--- config.mk ---
export PLATFORM = sky130hd
export DESIGN_NAME = branch_redirect_ctrl
export DESIGN_NICKNAME = d
export VERILOG_FILES = /design/src/rtl/branch_redirect_ctrl.sv
export SDC_FILE = /design/constraint.sdc
export NUM_CORES = 1
export LEC_CHECK = 0
export CORE_MARGIN = 2
export CORE_UTILIZATION = 38
export CTS_BUF_LIST = sky130_fd_sc_hd__clkbuf_8
export DETAILED_ROUTE_END_ITERATION = 12
export GPL_TIMING_DRIVEN = 0
export PLACE_DENSITY_LB_ADDON = 0.25
export REMOVE_ABC_BUFFERS = 1
export SLEW_MARGIN = 20
export SYNTH_ARGS = -nofsm -noshare
export SYNTH_HDL_FRONTEND = slang
export SYNTH_SLANG_ARGS = --single-unit
--- constraint.sdc ---
create_clock -name clk -period 1.6 [get_ports clk]
set_input_delay 0.32 -clock clk [delete_from_list [all_inputs] [get_ports clk]]
set_output_delay 0.32 -clock clk [all_outputs]
set_load 0.05 [all_outputs]
--- src/rtl/branch_redirect_ctrl.sv ---
// branch_redirect_ctrl
//   Turns a taken branch/jump resolved in EX into a redirect request to the
//   fetch unit. It flushes IF/ID and tracks outstanding fetches so that
//   wrong-path responses can be discarded after the redirect.
//
// Ports
//   clk, rst          : clock, synchronous active-high reset
//   ex_valid          : EX stage holds a valid instruction
//   branch_req/res    : conditional branch and its outcome (1 = taken)
//   jump_req          : JAL/JALR, always taken
//   target_addr       : resolved target PC
//   redir_valid/ready : redirect handshake to fetch; redir_pc is the target
//   flush_if/flush_id : kill IF/ID pipeline registers
//   fetch_hold        : fetch must not issue a request while high
//   ifetch_req_fire   : fetch request issued this cycle
//   ifetch_rsp_valid  : in-order fetch response returned this cycle
//   drop_rsp          : current response is wrong-path, discard it
//   excp_misalign     : one-cycle pulse, taken target not 4-byte aligned
module branch_redirect_ctrl #(
  parameter int ADDR_WIDTH = 32,
  parameter int MAX_OUT    = 3
) (
  input  logic                  clk,
  input  logic                  rst,
  input  logic                  ex_valid,
  input  logic                  branch_req,
  input  logic                  branch_res,
  input  logic                  jump_req,
  input  logic [ADDR_WIDTH-1:0] target_addr,
  output logic                  redir_valid,
  input  logic                  redir_ready,
  output logic [ADDR_WIDTH-1:0] redir_pc,
  output logic                  flush_if,
  output logic                  flush_id,
  output logic                  fetch_hold,
  input  logic                  ifetch_req_fire,
  input  logic                  ifetch_rsp_valid,
  output logic                  drop_rsp,
  output logic                  excp_misalign
);

  typedef enum logic [1:0] {IDLE, REDIRECT, DRAIN} state_t;

  localparam logic [2:0] MAX_CNT = 3'(MAX_OUT);

  state_t     state;
  logic [2:0] out_cnt, out_cnt_nxt;
  logic [2:0] stale_cnt, stale_dec;
  logic       taken, aligned, take_redir, in_redir;

  always_comb begin
    in_redir   = (state == REDIRECT);
    // Decisions are ignored while a redirect is already being handed over.
    taken      = !in_redir && ex_valid && (jump_req || (branch_req && branch_res));
    aligned    = (target_addr[1:0] == 2'b00);
    take_redir = taken && aligned;

    excp_misalign = taken && !aligned;
    flush_if      = in_redir || taken;
    flush_id      = in_redir || taken;
    redir_valid   = in_redir;
    fetch_hold    = in_redir || (out_cnt == MAX_CNT);

    // Responses return in order, so the stale ones are always the oldest.
    drop_rsp  = ifetch_rsp_valid && (stale_cnt != 3'd0);
    stale_dec = drop_rsp ? stale_cnt - 3'd1 : stale_cnt;

    // Saturating up/down counter; a simultaneous issue and return cancel.
    out_cnt_nxt = out_cnt;
    if (ifetch_req_fire && !ifetch_rsp_valid && out_cnt != 3'd7)
      out_cnt_nxt = out_cnt + 3'd1;
    else if (!ifetch_req_fire && ifetch_rsp_valid && out_cnt != 3'd0)
      out_cnt_nxt = out_cnt - 3'd1;
  end

  always_ff @(posedge clk) begin
    if (rst) begin
      state     <= IDLE;
      out_cnt   <= 3'd0;
      stale_cnt <= 3'd0;
      redir_pc  <= '0;
    end else begin
      out_cnt <= out_cnt_nxt;
      case (state)
        REDIRECT: begin
          stale_cnt <= stale_dec;
          if (redir_ready)
            state <= (stale_dec == 3'd0) ? IDLE : DRAIN;
        end
        default: begin
          if (take_redir) begin
            // Everything still in flight, including a request issued this
            // cycle, belongs to the abandoned path.
            state     <= REDIRECT;
            redir_pc  <= target_addr;
            stale_cnt <= out_cnt_nxt;
          end else begin
            stale_cnt <= stale_dec;
            state     <= (stale_dec == 3'd0) ? IDLE : DRAIN;
          end
        end
      endcase
    end
  end

endmodule
# Word-level counts from Yosys, hierarchy flattened
# Cells that the tools add are included.
[classes]
add_sub_neg = 3
eq_ne = 4
mux = 9
n_bitwise = 1
n_reduce_logical = 22
[op_table]
columns = ["cell", "n"]
rows = [
  ["3-bit 2-to-1 mux", 5],
  ["1-bit logical AND", 10],
  ["2-bit 2-to-1 mux", 4],
  ["3-bit nonzero test", 2],
  ["3-bit by 1-bit subtractor with 3-bit output (second input constant)", 2],
  ["1-bit zero test", 4],
  ["3-bit by 1-bit adder with 3-bit output (second input constant)", 1],
  ["3-bit by 2-bit equality test with 1-bit output (second input constant)", 1],
  ["3-bit zero test", 1],
  ["1-bit logical OR", 3],
  ["3-bit != test (second input constant)", 1],
  ["2-bit by 1-bit equality test with 1-bit output (second input constant)", 1],
  ["2-bit zero test", 1],
  ["2-bit by 1-bit != test with 1-bit output (second input constant)", 1],
  ["2-bit AND reduction", 1],
  ["1-bit inverter", 1],
]
[word_totals]
ff_bits = 40
out_inout_bits = 38

# Logic depth before layout (Yosys ltp)
# Gate-level depths: netlist of the first run.
[logic_depth]
depth_word = 7
mapped_depth = 8
ltp_nobuf = 7

# Worst setup path after synthesis of the first run
# OpenSTA, ideal clock, no wires.
[synth_path]
path_type = "register to output"
from = "register state[1]"
to = "output excp_misalign"
arrival_time_ns = 1.802
required_ns = 1.280
setup_slack_ns = -0.522
stages_incl_launch_ff = 4
path_buffers = 0
path_cell_list = "dfxtp_1 -> nand2b_2 -> inv_1 -> nor3_1"
[synth_between]
elab_chain_len = 5
[synth_rtl]
columns = ["element", "line_no", "rtl"]
rows = [
  ["start, declared", "46", "state_t state;"],
  ["start signal, assigned", "88", "state <= (stale_dec == 3'd0) ? IDLE : DRAIN;"],
  ["start signal, assigned", "99", "state <= (stale_dec == 3'd0) ? IDLE : DRAIN;"],
  ["2-bit by 1-bit equality test with 1-bit output", "52", "in_redir = (state == REDIRECT);"],
  ["net redir_valid", "30", "output logic redir_valid,"],
  ["1-bit zero test", "54", "taken = !in_redir && ex_valid && (jump_req || (branch_req && branch_res));"],
  ["1-bit logical AND (2 in series)", "54", ""],
  ["1-bit logical AND", "58", "excp_misalign = taken && !aligned;"],
  ["end, declared", "39", "output logic excp_misalign"],
]
# The timed path passes the listed nets, and every way through them passes these cells.

# Worst setup path in the final report of the first run
[layout_path]
from = "register stale_cnt[0]"
to = "output drop_rsp"
[layout_between]
elab_chain_len = 2
[layout_rtl]
columns = ["element", "line_no", "rtl"]
rows = [
  ["start, declared", "48", "logic [2:0] stale_cnt, stale_dec;"],
  ["start signal, assigned", "86", "stale_cnt <= stale_dec;"],
  ["start signal, assigned", "96", "stale_cnt <= out_cnt_nxt;"],
  ["start signal, assigned", "98", "stale_cnt <= stale_dec;"],
  ["3-bit nonzero test", "65", "drop_rsp = ifetch_rsp_valid && (stale_cnt != 3'd0);"],
  ["1-bit logical AND", "65", ""],
  ["end, declared", "38", "output logic drop_rsp,"],
]
# Every way passes these cells.

==> impl_metrics.toml, run 1 <==
[outcome]
status = "finished, violations left"
violations = "setup timing"

[clock_network]
cts_tree = "built"
cts.sinks = 40
cts_buffers = 5
clk_pin_slew_ps = 70
cts_root_buf = "clkbuf_8"
h-tree-depth = 2
clock_latency_ps = 280
ctsHoldBuffers = 0
clk_path_buf_depth = 2

[finish]
nets = 328
drive_gt1_share_pct = 17.14
final_util_pct = 61.20
fillers = 423
syn_to_final_growth_pct = 55.40
antennaDiodeCount = 0

[worst_setup_path]
cp_max_fo = 2
worstSetupPathType = "reg2out"
crit_path_end_kind = "output pin"
worst_setup_path_start_kind = "flop"
arrival_ps = 1360
worst_ep_required_time_ps = 1280

[sta]
fmax_ghz = 0.5961
relSlewSlack_pct = 65.07
min_period_ps = 1677
slew_viol_final = 0
finalCritPeriodShare_pct = 104.8
finalSetupViolations = 1
layout_setup_ws_ps = -77.47
fin_skew_ps = 2.902
rsz0062_at_grt = "true"
hold_viol = 0
tightestPinTransition_ps = 526.1

[drt]
wirelength_mm = 4.276
viasPerCell = 4.898
via_count = 1626
antenna_left = 0
drt_pass1_iterations = 4
drt_iter0_drc = 44
drc_errors = 0
routedWlPerCell_um = 12.88

[pwr]
p_leak_nw = 1.139
ir_drop_mv = 0.5907
powerDensity_nw_per_um2 = 960.9

[floorplan]
die_w_um = 70.94
die_y_um = 70.94
die_area_sq_um = 5032
ios = 79
start_util_pct = 39.38
core_sq_um = 4324
num_rows = 24

[synth]
netlist_area_sq_um = 1703
yosys.area.top_type = "dfxtp_1"
postSynthAreaPerCell_sq_um = 8.472
yosysTopAreaCellShare_pct = 47.02
synth_common_cells = "nand2_1 (63), dfxtp_1 (40), a21oi_1 (33)"
synthTopCellsByArea = "dfxtp_1 (47%), nand2_1 (14%), a21oi_1 (9.7%)"
ys_seq_elements = 40
async_flop_share_pct = 0
seq_area_frac_synth_pct = 47.02
yosysUniqueCellTypes = 35
synth_most_common_cell = "nand2_1"
synth_edf_count = 0
netlist_instances = 201
synthFlopType = "dfxtp_1"
yosys_warnings = 0

[grt]
grt_antenna_before_repair = 0
grt_max_degree = 27
grt_usage_pct = 17.06
grt_overflow_total = 0
grt_pass1_vias = 1542
grt_pass1_wl_mm = 6.865

[placement]
port_buffers = 78
hpwl_mm = 2.753
gp_congestion = 0.7366
preCtsSetupSlack_ps = -756.4

[job]
drv_cap = 0

[hold_path]
min_path_type = "in2reg"
==> power breakdown <==
group | leakage, nW | internal [mW] | switching [mW]
logic | 0.762 | 0.358 | 0.392
clock network | 0.0503 | 0.384 | 0.314
registers | 0.327 | 1.06 | 0.0359
==> state kept, by name (all words and copies together), names as in the netlist <==
name / cells
redir_pc: 32
stale_cnt: 3
out_cnt: 3
state: 2
==> kinds of logic after synthesis <==
kind of cell / Yosys count / synth area share (%)
and+or+nand+nor: 89 / 24.25
adders and majority gates: 7 / 5.143
DFF: 40 / 47.02
buffers and inverters: 20 / 7.274
AOI/OAI and AO/OA: 43 / 15.28
xor gates and xnor gates: 2 / 1.029
==> routing by layer <==
metal,part of all wire [%],wire [um],up-vias,global-route usage (%)
met1,45,1936,757,21.99
met3,7.3,312,2,5.983
li1,-,-,822,-
met4,0.89,38,0,5.660
met2,47,1989,45,26.79
met5,0,0,-,0
==> final timing paths <==
check	cells after the start	slack (ps)	endpoint	start
worst max-delay path	5	-80	drop_rsp	stale_cnt[0]
worst min-delay path	2	430	out_cnt[1]	rst
worst max register to register	8	30	stale_cnt[1]	stale_cnt[0]
worst min register to register	2	450	redir_pc[31]	redir_pc[31]
==> worst max-delay path: stages (launching register included) <==
cell and delay [ps]:
dfxtp_2 340, inv_2 50, ha_4 160, ha_4 140
and2b_4 250, buf_8 140
==> layout make-up <==
cell class / count / area [sq um] / share of cell area (%)
Clock buffer: 7 / 96.34 / 3.641
Inverter: 7 / 26.28 / 0.9929
Sequential cell: 40 / 807.0 / 30.50
Multi-Input combinational cell: 142 / 855.8 / 32.34
Tap cell: 52 / 65.06 / 2.459
Timing Repair Buffer: 84 / 795.8 / 30.07
==> metrics by stage <==
step	hold slack (ps)	total power [mW]	area (sq um)	TNS [ps]	instances
final	431.5	2.543	2646	-77.47	332
after global routing	432.7	2.673	2646	-203.0	332
after CTS	411.1	2.546	2620	-93.31	331
after detailed placement	445.7	1.744	2496	-10230	321
after global placement	440.6	1.725	2451	-43480	318
after floorplan	384.6	1.497	1605	-1443	188
==> placed cells by master (no fill, tap or decap), types with 2 or more instances in the layout <==
cell type | netlist | layout
a21o_1 | 2 | 2
dfxtp_2 | 0 | 5
nand2_1 | 63 | 62
a21oi_1 | 33 | 32
or2_2 | 2 | 2
clkdlybuf4s50_1 | 0 | 35
clkbuf_8 | 0 | 7
dfxtp_1 | 40 | 35
nand3_1 | 2 | 2
and4_4 | 1 | 2
ha_1 | 7 | 3
buf_2 | 3 | 4
nand2b_1 | 2 | 2
nor3b_2 | 2 | 2
buf_6 | 4 | 4
nor2_1 | 5 | 5
dlygate4sd2_1 | 0 | 36
a211oi_2 | 2 | 2
inv_2 | 0 | 2
ha_4 | 0 | 3
inv_1 | 7 | 5
xnor2_1 | 2 | 2
buf_4 | 1 | 3
nor4_1 | 2 | 2
==> timing repair <==
action | in CTS | in global routing
buffers inserted | 2 | 1
cloned | 1 | 0
setup endpoints to repair | 43 | 25
pin swaps | 6 | 2
gates resized for setup | 87 | 9
No activity file was read; power rests on OpenSTA's default activity.
==> run 2, diff against run 1 <==
Settings changed: ABC_CLOCK_PERIOD_IN_PS set to 2100, CELL_PAD_IN_SITES_DETAIL_PLACEMENT set to 0, CELL_PAD_IN_SITES_GLOBAL_PLACEMENT set to 1, CORE_UTILIZATION 38 to 32.
Clock period 1.6 ns to 2.1 ns, I/O delays scaled along.
==> run 2 against run 1 <==
  * First-iteration DRC count decreased by 6.8%
  * Clock skew about the same
  * Total power decreased by 22%
  * Wire length decreased by 5.3%
  * Non-clock buffer count decreased by 3
  * Final cell count increased by 4.5%
  * Setup slack improved by 200 ps
  * The run now ends clean
  * Clock-buffer cell count unchanged
  * Critical endpoint is now flush_id
  * Highest routed layer unchanged
==> impl_metrics.toml, run 2 (synthesized netlist as in run 1, its figures left out) <==
[floorplan]
start_util_pct = 33.34
num_rows = 26
die_area_sq_um = 5921
core_sq_um = 5107
ios = 79
die_y_um = 76.95
die_w_um = 76.95

[clock_network]
cts_tree = "built"
clk_pin_slew_ps = 80
clk_path_buf_depth = 2
cts.sinks = 40
cts_root_buf = "clkbuf_8"
clock_latency_ps = 280
h-tree-depth = 2
cts_buffers = 5
ctsHoldBuffers = 0

[finish]
syn_to_final_growth_pct = 54.52
antennaDiodeCount = 0
drive_gt1_share_pct = 10.47
regMostFlops = "redir_pc"
top_regs = "redir_pc: 32 flops, out_cnt: 3 flops, stale_cnt: 3 flops"
nets = 324
layout_common_cells = "clkdlybuf4s50_1 (71), nand2_1 (63), dfxtp_1 (40)"
largest_register_ff_count = 32
mostFrequentLayoutCell = "clkdlybuf4s50_1"
final_util_pct = 51.52

[sta]
fmax_ghz = 0.5064
tightestPinTransition_ps = 527.4
finalSetupViolations = 0
relSlewSlack_pct = 64.73
fin_skew_ps = 2.865
slew_viol_final = 0
rsz0062_at_grt = "false"
hold_viol = 0
min_period_ps = 1975
layout_setup_ws_ps = 125.2
finalCritPeriodShare_pct = 94.04

[grt]
grt_pass1_vias = 1446
grt_max_degree = 39
grt_antenna_before_repair = 0
grt_use_met3_pct = 6.824
grt_overflow_total = 0
grt_use_met2_pct = 20.88
use_met1_pct = 17.58
grt-busiest-layer = "met2"
grt_pass1_wl_mm = 6.610
grt_usage_pct = 13.95

[outcome]
status = "completed"

[drt]
antenna_left = 0
via_count = 1537
viasPerCell = 4.429
routedWlPerCell_um = 11.67
drt_pass1_iterations = 4
drt_iter0_drc = 41
drc_errors = 0
wirelength_mm = 4.049

[job]
drv_cap = 0

[worst_setup_path]
worstSetupPathType = "in2out"
reg2reg_from = "out_cnt[1]"
worst_ep_required_time_ps = 1680
slowest_stage = "clkdlybuf4s50_1"
crit_chain = "clkdlybuf4s50_1 -> a21o_1 -> nand2_1 -> nand2_1 -> clkdlybuf4s15_2"
cp_max_fo = 3
startpoint = "branch_req"
path_common_cell = "nand2_1"
worst_setup_path_start_kind = "primary input"
arrival_ps = 1550
max_stage_delay_ps = 450
crit_path_end_kind = "output pin"

[pwr]
p_leak_nw = 0.9705
ir_drop_mv = 0.3562
total_power_mw = 1.987
powerDensity_nw_per_um2 = 755.0

[placement]
hpwl_mm = 2.898
port_buffers = 78
preCtsSetupSlack_ps = -453.6
gp_congestion = 0.6729

[hold_path]
min_path_type = "reg2reg"
hold_path.startpoint = "redir_pc[29]"
-- run 2: cell count changes in the layout (fill, tap and decap cells not counted), moves of 2 or more --
cell and change:
dfxtp_1 +5, dfxtp_2 -5, buf_2 -2, buf_4 -3, clkdlybuf4s15_2 +2, inv_1 +2, ha_1 +4, ha_4 -3
dlygate4sd2_1 -35, clkdlybuf4s50_1 +36, inv_2 -2
-- run 2: cell type report --
type	count	area [sq um]
clock buffer	7	96.34
clock inverter	1	30.03
tap	70	87.58
multi-input combinational	141	779.5
sequential	40	800.8
fill	530	2476
inverter	7	26.28
timing repair buffer	81	810.8
-- run 2: per-stage QoR --
stage / hold WS (ps) / area [sq um] / cells / TNS, ps
final: 455.0 / 2631 / 347 / 0
after global routing: 468.0 / 2631 / 347 / 0
after CTS: 456.8 / 2638 / 347 / 0
after detailed placement: 445.7 / 2511 / 339 / -1482
after global placement: 441.0 / 2474 / 336 / -26720
after floorplan: 484.6 / 1605 / 188 / -122.2
-- run 2: per-layer routing --
layer	wire length (um)	share of wire, %
met1	1870	46
met2	1770	44
met3	374	9.2
met4	34	0.84
met5	0	0
-- run 2: worst paths after layout --
| check | end | slack [ps] | cells after the start |
|---|---|---|---|
| worst max-delay path | flush_id | 130 | 5 |
| worst min-delay path | redir_pc[29] | 460 | 2 |
| worst max register to register | stale_cnt[1] | 410 | 5 |
| worst min register to register | redir_pc[29] | 460 | 2 |
-- run 2: what timing repair did --
item | in CTS | in global routing
setup endpoints to repair | 6 | 3
pin swaps | 0 | 0
buffers inserted | 0 | 0
gates resized for setup | 19 | 5
-- run 2: critical path: cells and delay by family --
kind	cells	cell delay, ps
buf+inv	2	820
compound gates	1	150
simple gates	2	150
-- run 2: report_power, final --
part	internal, mW	switching, mW
Combinational	0.221	0.260
Sequential	0.803	0.0232
Clock	0.419	0.261
